### src/rtl/ad7264_spi_master_if.sv
// ad7264_spi_master_if: frame control, ADC pins and result bus of the AD7264 SPI master.
interface ad7264_spi_master_if;
    logic        start;
    logic        continuous;
    logic [15:0] cfg_word;
    logic        MISOA;
    logic        MISOB;
    logic        SCLK;
    logic        SS;
    logic        MOSI;
    logic        busy;
    logic        done;
    logic [13:0] data_a;
    logic [13:0] data_b;

    modport master (
        input  start, continuous, cfg_word, MISOA, MISOB,
        output SCLK, SS, MOSI, busy, done, data_a, data_b
    );

    modport slave (
        output start, continuous, cfg_word, MISOA, MISOB,
        input  SCLK, SS, MOSI, busy, done, data_a, data_b
    );
endinterface

### src/rtl/ad7264_spi_master.sv
// ad7264_spi_master: sequences one 33-period AD7264 frame (16-bit config out, dual 14-bit capture).
module ad7264_spi_master #(
    parameter int CLK_DIV  = 4,
    parameter int IDLE_GAP = 4
) (
    input logic                 clk,
    input logic                 resetn,
    ad7264_spi_master_if.master bus
);
    // The idle cycle before the next SS fall counts toward the gap, so TRAIL is one shorter.
    localparam int TRAIL_N = (IDLE_GAP > 1) ? IDLE_GAP - 1 : 1;
    localparam int MAXC    = (CLK_DIV > TRAIL_N) ? CLK_DIV : TRAIL_N;
    localparam int CW      = $clog2(MAXC + 1);

    typedef enum logic [2:0] {IDLE, LEAD, LOW, HIGH, TRAIL} state_e;

    state_e        state_q, state_d;
    logic [CW-1:0] cnt_q, cnt_d;
    logic [5:0]    p_q, p_d;
    logic [14:0]   sh_q, sh_d;
    logic [13:0]   cap_a_q, cap_a_d, cap_b_q, cap_b_d;
    logic [13:0]   data_a_q, data_a_d, data_b_q, data_b_d;
    logic          sclk_q, sclk_d, ss_q, ss_d, mosi_q, mosi_d;
    logic          busy_q, busy_d, done_q, done_d;
    logic          half_end, trail_end;

    assign half_end  = cnt_q == CW'(CLK_DIV - 1);
    assign trail_end = cnt_q == CW'(TRAIL_N - 1);

    always_ff @(posedge clk or negedge resetn) begin
        if (!resetn) begin
            state_q  <= IDLE;
            cnt_q    <= '0;
            p_q      <= '0;
            sh_q     <= '0;
            cap_a_q  <= '0;
            cap_b_q  <= '0;
            data_a_q <= '0;
            data_b_q <= '0;
            sclk_q   <= 1'b1;
            ss_q     <= 1'b1;
            mosi_q   <= 1'b0;
            busy_q   <= 1'b0;
            done_q   <= 1'b0;
        end else begin
            state_q  <= state_d;
            cnt_q    <= cnt_d;
            p_q      <= p_d;
            sh_q     <= sh_d;
            cap_a_q  <= cap_a_d;
            cap_b_q  <= cap_b_d;
            data_a_q <= data_a_d;
            data_b_q <= data_b_d;
            sclk_q   <= sclk_d;
            ss_q     <= ss_d;
            mosi_q   <= mosi_d;
            busy_q   <= busy_d;
            done_q   <= done_d;
        end
    end

    always_comb begin
        state_d  = state_q;
        cnt_d    = cnt_q + 1'b1;
        p_d      = p_q;
        sh_d     = sh_q;
        cap_a_d  = cap_a_q;
        cap_b_d  = cap_b_q;
        data_a_d = data_a_q;
        data_b_d = data_b_q;
        sclk_d   = sclk_q;
        ss_d     = ss_q;
        mosi_d   = mosi_q;
        busy_d   = busy_q;
        done_d   = 1'b0;
        unique case (state_q)
            IDLE: begin
                cnt_d = '0;
                if (bus.start || bus.continuous) begin
                    state_d = LEAD;
                    ss_d    = 1'b0;
                    busy_d  = 1'b1;
                    mosi_d  = bus.cfg_word[15];
                    sh_d    = bus.cfg_word[14:0];
                    p_d     = 6'd1;
                    cap_a_d = '0;
                    cap_b_d = '0;
                end
            end
            LEAD: if (half_end) begin
                state_d = LOW;
                sclk_d  = 1'b0;
                cnt_d   = '0;
            end
            LOW: if (half_end) begin
                state_d = HIGH;
                sclk_d  = 1'b1;
                cnt_d   = '0;
                mosi_d  = (p_q <= 6'd15) ? sh_q[14] : 1'b0;
                sh_d    = {sh_q[13:0], 1'b0};
                if (p_q >= 6'd19 && p_q <= 6'd32) begin
                    cap_a_d = {cap_a_q[12:0], bus.MISOA};
                    cap_b_d = {cap_b_q[12:0], bus.MISOB};
                end
            end
            HIGH: if (half_end) begin
                cnt_d = '0;
                if (p_q < 6'd33) begin
                    state_d = LOW;
                    sclk_d  = 1'b0;
                    p_d     = p_q + 6'd1;
                end else begin
                    state_d  = TRAIL;
                    ss_d     = 1'b1;
                    done_d   = 1'b1;
                    data_a_d = cap_a_q;
                    data_b_d = cap_b_q;
                end
            end
            TRAIL: if (trail_end) begin
                state_d = IDLE;
                busy_d  = 1'b0;
                cnt_d   = '0;
            end
            default: state_d = IDLE;
        endcase
    end

    assign bus.SCLK   = sclk_q;
    assign bus.SS     = ss_q;
    assign bus.MOSI   = mosi_q;
    assign bus.busy   = busy_q;
    assign bus.done   = done_q;
    assign bus.data_a = data_a_q;
    assign bus.data_b = data_b_q;
endmodule

### src/flat_wrapper.sv
// flat-port wrapper written by rule: the top's interface ports become plain ports
module ad7264_spi_master_flat 
#(
    parameter int CLK_DIV  = 4,
    parameter int IDLE_GAP = 4
)
  (clk, resetn, bus_start, bus_continuous, bus_cfg_word, bus_MISOA, bus_MISOB, bus_SCLK, bus_SS, bus_MOSI, bus_busy, bus_done, bus_data_a, bus_data_b);
  ad7264_spi_master_if bus_i ();
  input logic clk;
  input logic resetn;
  input wire logic [$bits(bus_i.start)-1:0] bus_start;
  input wire logic [$bits(bus_i.continuous)-1:0] bus_continuous;
  input wire logic [$bits(bus_i.cfg_word)-1:0] bus_cfg_word;
  input wire logic [$bits(bus_i.MISOA)-1:0] bus_MISOA;
  input wire logic [$bits(bus_i.MISOB)-1:0] bus_MISOB;
  output wire logic [$bits(bus_i.SCLK)-1:0] bus_SCLK;
  output wire logic [$bits(bus_i.SS)-1:0] bus_SS;
  output wire logic [$bits(bus_i.MOSI)-1:0] bus_MOSI;
  output wire logic [$bits(bus_i.busy)-1:0] bus_busy;
  output wire logic [$bits(bus_i.done)-1:0] bus_done;
  output wire logic [$bits(bus_i.data_a)-1:0] bus_data_a;
  output wire logic [$bits(bus_i.data_b)-1:0] bus_data_b;
  assign bus_i.start = bus_start;
  assign bus_i.continuous = bus_continuous;
  assign bus_i.cfg_word = bus_cfg_word;
  assign bus_i.MISOA = bus_MISOA;
  assign bus_i.MISOB = bus_MISOB;
  assign bus_SCLK = bus_i.SCLK;
  assign bus_SS = bus_i.SS;
  assign bus_MOSI = bus_i.MOSI;
  assign bus_busy = bus_i.busy;
  assign bus_done = bus_i.done;
  assign bus_data_a = bus_i.data_a;
  assign bus_data_b = bus_i.data_b;
  ad7264_spi_master #(.CLK_DIV(CLK_DIV), .IDLE_GAP(IDLE_GAP)) u_core (.clk(clk), .resetn(resetn), .bus(bus_i));
endmodule
### config.mk
export PLATFORM = sky130hd
export DESIGN_NAME = ad7264_spi_master_flat
export DESIGN_NICKNAME = d
export VERILOG_FILES = /design/src/rtl/ad7264_spi_master_if.sv /design/src/rtl/ad7264_spi_master.sv /design/src/flat_wrapper.sv
export SDC_FILE = /design/constraint.sdc
export NUM_CORES = 1
export LEC_CHECK = 0
export CAP_MARGIN = 30
export CORE_ASPECT_RATIO = 0.8
export CORE_MARGIN = 2
export CORE_UTILIZATION = 49
export DETAILED_ROUTE_END_ITERATION = 7
export PLACE_DENSITY = 0.72
export SETUP_SLACK_MARGIN = 0.05
export SLEW_MARGIN = 20
export SYNTH_ARGS = -nofsm -noshare
export SYNTH_HDL_FRONTEND = slang
export SYNTH_SLANG_ARGS = --single-unit
### constraint.sdc
create_clock -name clk -period 2.8 [get_ports clk]
set_clock_uncertainty 0.2 [all_clocks]
set_input_delay 0.84 -clock clk [delete_from_list [all_inputs] [get_ports clk]]
set_output_delay 0.84 -clock clk [all_outputs]
set_load 0.02 [all_outputs]
==> summary.md <==
| Metric | Value |
|---|---|
| Clock sinks | 88 |
| Via/cell ratio | about 4.9 |
| Reg2Reg Depth | 7 |
| Setup Crit Path Kind | flop to output port |
| Hold Vio Cnt, Final | 0 |
| Largest net degree at the start of global routing | 40 |
| Post-synthesis adder-cell area fraction | 0.0217 |
| Final Wtd Congestion | between 0.8 and 0.9 |
| Worst Path Required | approximately 1.8 ns |
| Post-DRT Antenna Nets | 0 |
| Ordered list of cells on the worst path | clkdlybuf4s50_1 |
| Post-synthesis mux area share | 0.212 |
| CP Depth | 1 |
| Critical Path Source Type | flop |
| CP max-delay cell | clkdlybuf4s50_1 |
| Clock root cell | clkbuf_8 |
| Sequential area share after synthesis | 0.545 |
| Rows | 29 |
| Ant diodes | 0 |
| Cell accounting for the most synthesized area | dfrtp_1 |
| IR drop worst, VDD | 0.466 mV |
| Pwr Total | between 5000 and 6000 µW |
| Maxcap violations | 0 |
| Main combinational cell family by area after synthesis | multiplexers |
| Largest cells by area after synthesis | dfrtp_1 53%, mux2i_1 11%, mux2_4 10%, nand2_1 5.1%, inv_1 3.2% |
| Die Ht | between 80 and 90 µm |
| Slew of the pin with the lowest slew margin | 0.625 ns |
| Drt pass-1 iters | 4 |
| Ys Warns | 0 |
| DRC | 0 |
| Compound-gate portion of the synthesized area | 0.0563 |
| Syn nets | roughly 370 |
| Final Slew Violations | 0 |
| Area grow syn2layout | 21.3% |
| H-Tree Depth | 3 |
| Max Root-Sink Buffers | 2 |
| Reg clk slew, reported paths | 0.09 ns |
| Power Dens Cells | roughly 1100 mW/mm² |
| Unrepaired setup endpoints after global routing | no |
| Wire length per cell | ~14 µm |
| Vias in the first global route | approximately 2500 |
| Met3 Use GR | 0.0515 |
| Worst Path Buf+Inv | 1 |
| Setup TNS | 0 ns |
| HPWL reported at the end of detailed placement | 4.84 mm |
| Num CTS Buffers | 9 |
| Syn avg cell area | 11.7 µm² |
| Slew headroom | 0.578 |
| Ys async rst share | 1.00 |
| Netlist Area Pre-Place | a little over 0.004 mm² |
| Hold Path Class | input pin to asynchronous set/reset pin |
| Commonest non-fill, non-tap cells in the layout | 86 x dfrtp_1, 55 x nand2_1, 53 x clkdlybuf4s50_1 |
| Crit path max fanout | 3 |
| IO Port Bufs | 54 |
| Die width | approximately 110 µm |
| Synth Area in XOR/XNOR | 0.00217 |
| Total grt overflow | 0 |
| CTS tree | yes |
| Final setup fails | 0 |
| Filler cells | slightly below 700 |
| Initial drt markers | approximately 100 |
| Hold buffers post-CTS | 0 |
| Starting Density | 0.507 |
| Simple-Gate Fraction of Synth Area | 0.0919 |
| Nets | between 400 and 500 |
| Met1 Use GR | 0.224 |
| Top-area cell type share of the netlist area | 0.532 |
| Number of flops mapped to enable cells by yosys | 0 |
| Vias post-DR | 2521 |
| Max frequency | between 300 and 400 MHz |
| Outcome | finished, final reports clean |
| First-pass GRT wire length | ~12 mm |
| CP delay by family, top | buffers and inverters |
| Slowest stage delay, CP | 0.61 ns |
| CP endpoint kind | output port |
| Clock Latency Late Sink | 0.35 ns |
| CP arrival | between 1.5 and 2 ns |
| GR peak layer | met2 |
| Cts repair resizes | 0 |
| Most common cell after layout, fill and taps aside | dfrtp_1 |
| Pleak | approximately 0.0023 µW |
| Post-CTS setup repair buffer count | 0 |
| WL final | ~6.9 mm |
| Gr usage total | 0.167 |
| Synth unique cells | 41 |
| Layout cells sized above 1 | 0.156 |
| Top_reg_cell synth | dfrtp_1 |
| Total Die Area | 0.00900 mm² |
| Initial antenna violation count | 0 |
| IO Pins | 55 |
| Core footprint | 0.00798 mm² |
| Final Critical Period | roughly 2.6 ns |
| Mapped Cells | around 350 |
| Final Cycle Share | 0.912 |
| Met2 usage | 0.267 |
| Yosys reg bits | 88 |
-- cell usage after synthesis, drive strengths merged, types with 4 or more instances --
library cell  number
a21oi              7
buf               11
clkbuf             8
dfrtp             86
ha                 7
inv               36
mux2              28
mux2i             44
nand2             56
nand2b             4
nor2               9
o21ai             21
-- final timing paths --
| kind | start | to | slack, ns |
|---|---|---|---|
| setup / recovery | u_core.bus.SCLK | bus_SCLK | 0.25 |
| hold / removal | resetn | u_core.bus.data_b[10] | 0.15 |
| setup reg to reg | u_core.p_q[0] | u_core.bus.data_b[2] | 0.47 |
| hold reg to reg | u_core.cnt_q[0] | u_core.cnt_q[0] | 0.27 |
| max in group asynchronous | resetn | u_core.bus.data_a[0] | 1.57 |
| min in group clk | u_core.cnt_q[0] | u_core.cnt_q[0] | 0.27 |
-- sequential cells by signal (all words and copies together) (netlist names) --
register,count
u_core.bus.SS,1
u_core.cnt_q,3
u_core.p_q,6
u_core.bus.MOSI,1
u_core.bus.data_b,14
u_core.state_q,3
u_core.bus.done,1
u_core.bus.busy,1
u_core.bus.SCLK,1
u_core.bus.data_a,14
u_core.sh_q,15
u_core.cap_b_q,14
u_core.cap_a_q,14
-- cell families after synthesis --
| group | count (synthesis) |
|---|---|
| xor gates and xnor gates | 1 |
| muxes | 72 |
| adders and majority gates | 7 |
| buffers and inverters | 55 |
| and+or+nand+nor | 84 |
| AOI/OAI and AO/OA | 38 |
| DFF | 88 |
-- area by class of cell --
class | instances | area, µm² | share of cell area
clock inverters | 5 | 62.6 | 0.0127
clock buffers | 11 | 151 | 0.0309
repair buffers | 61 | 628 | 0.128
flip-flops and latches | 88 | 2200 | 0.449
multi-input cells | 202 | 1590 | 0.324
well taps | 108 | 135 | 0.0275
inverters | 36 | 135 | 0.0275
-- metal layers --
layer,vias to the layer above,wire length [µm]
li1,1246,-
met1,1223,3370
met2,48,3170
met3,4,312
met4,0,64
met5,-,0
-- report_power, final --
part	internal, µW	switching (µW)	total [µW]
clock network	466	446	912
logic	1050	992	2040
registers	1830	427	2250
-- stage by stage --
step	hold slack, ns	cells	utilization	instance area [µm²]	setup WS, ns
final	0.148	511	0.615	4910	0.247
after global routing	0.138	511	0.615	4910	0.209
after CTS	0.137	511	0.615	4910	0.227
after detailed placement	0.255	495	0.588	4690	0.267
after global placement	0.243	495	0.588	4690	0.325
after floorplan	0.227	345	-	4040	0.613
No activity file was read; power rests on OpenSTA's default activity.
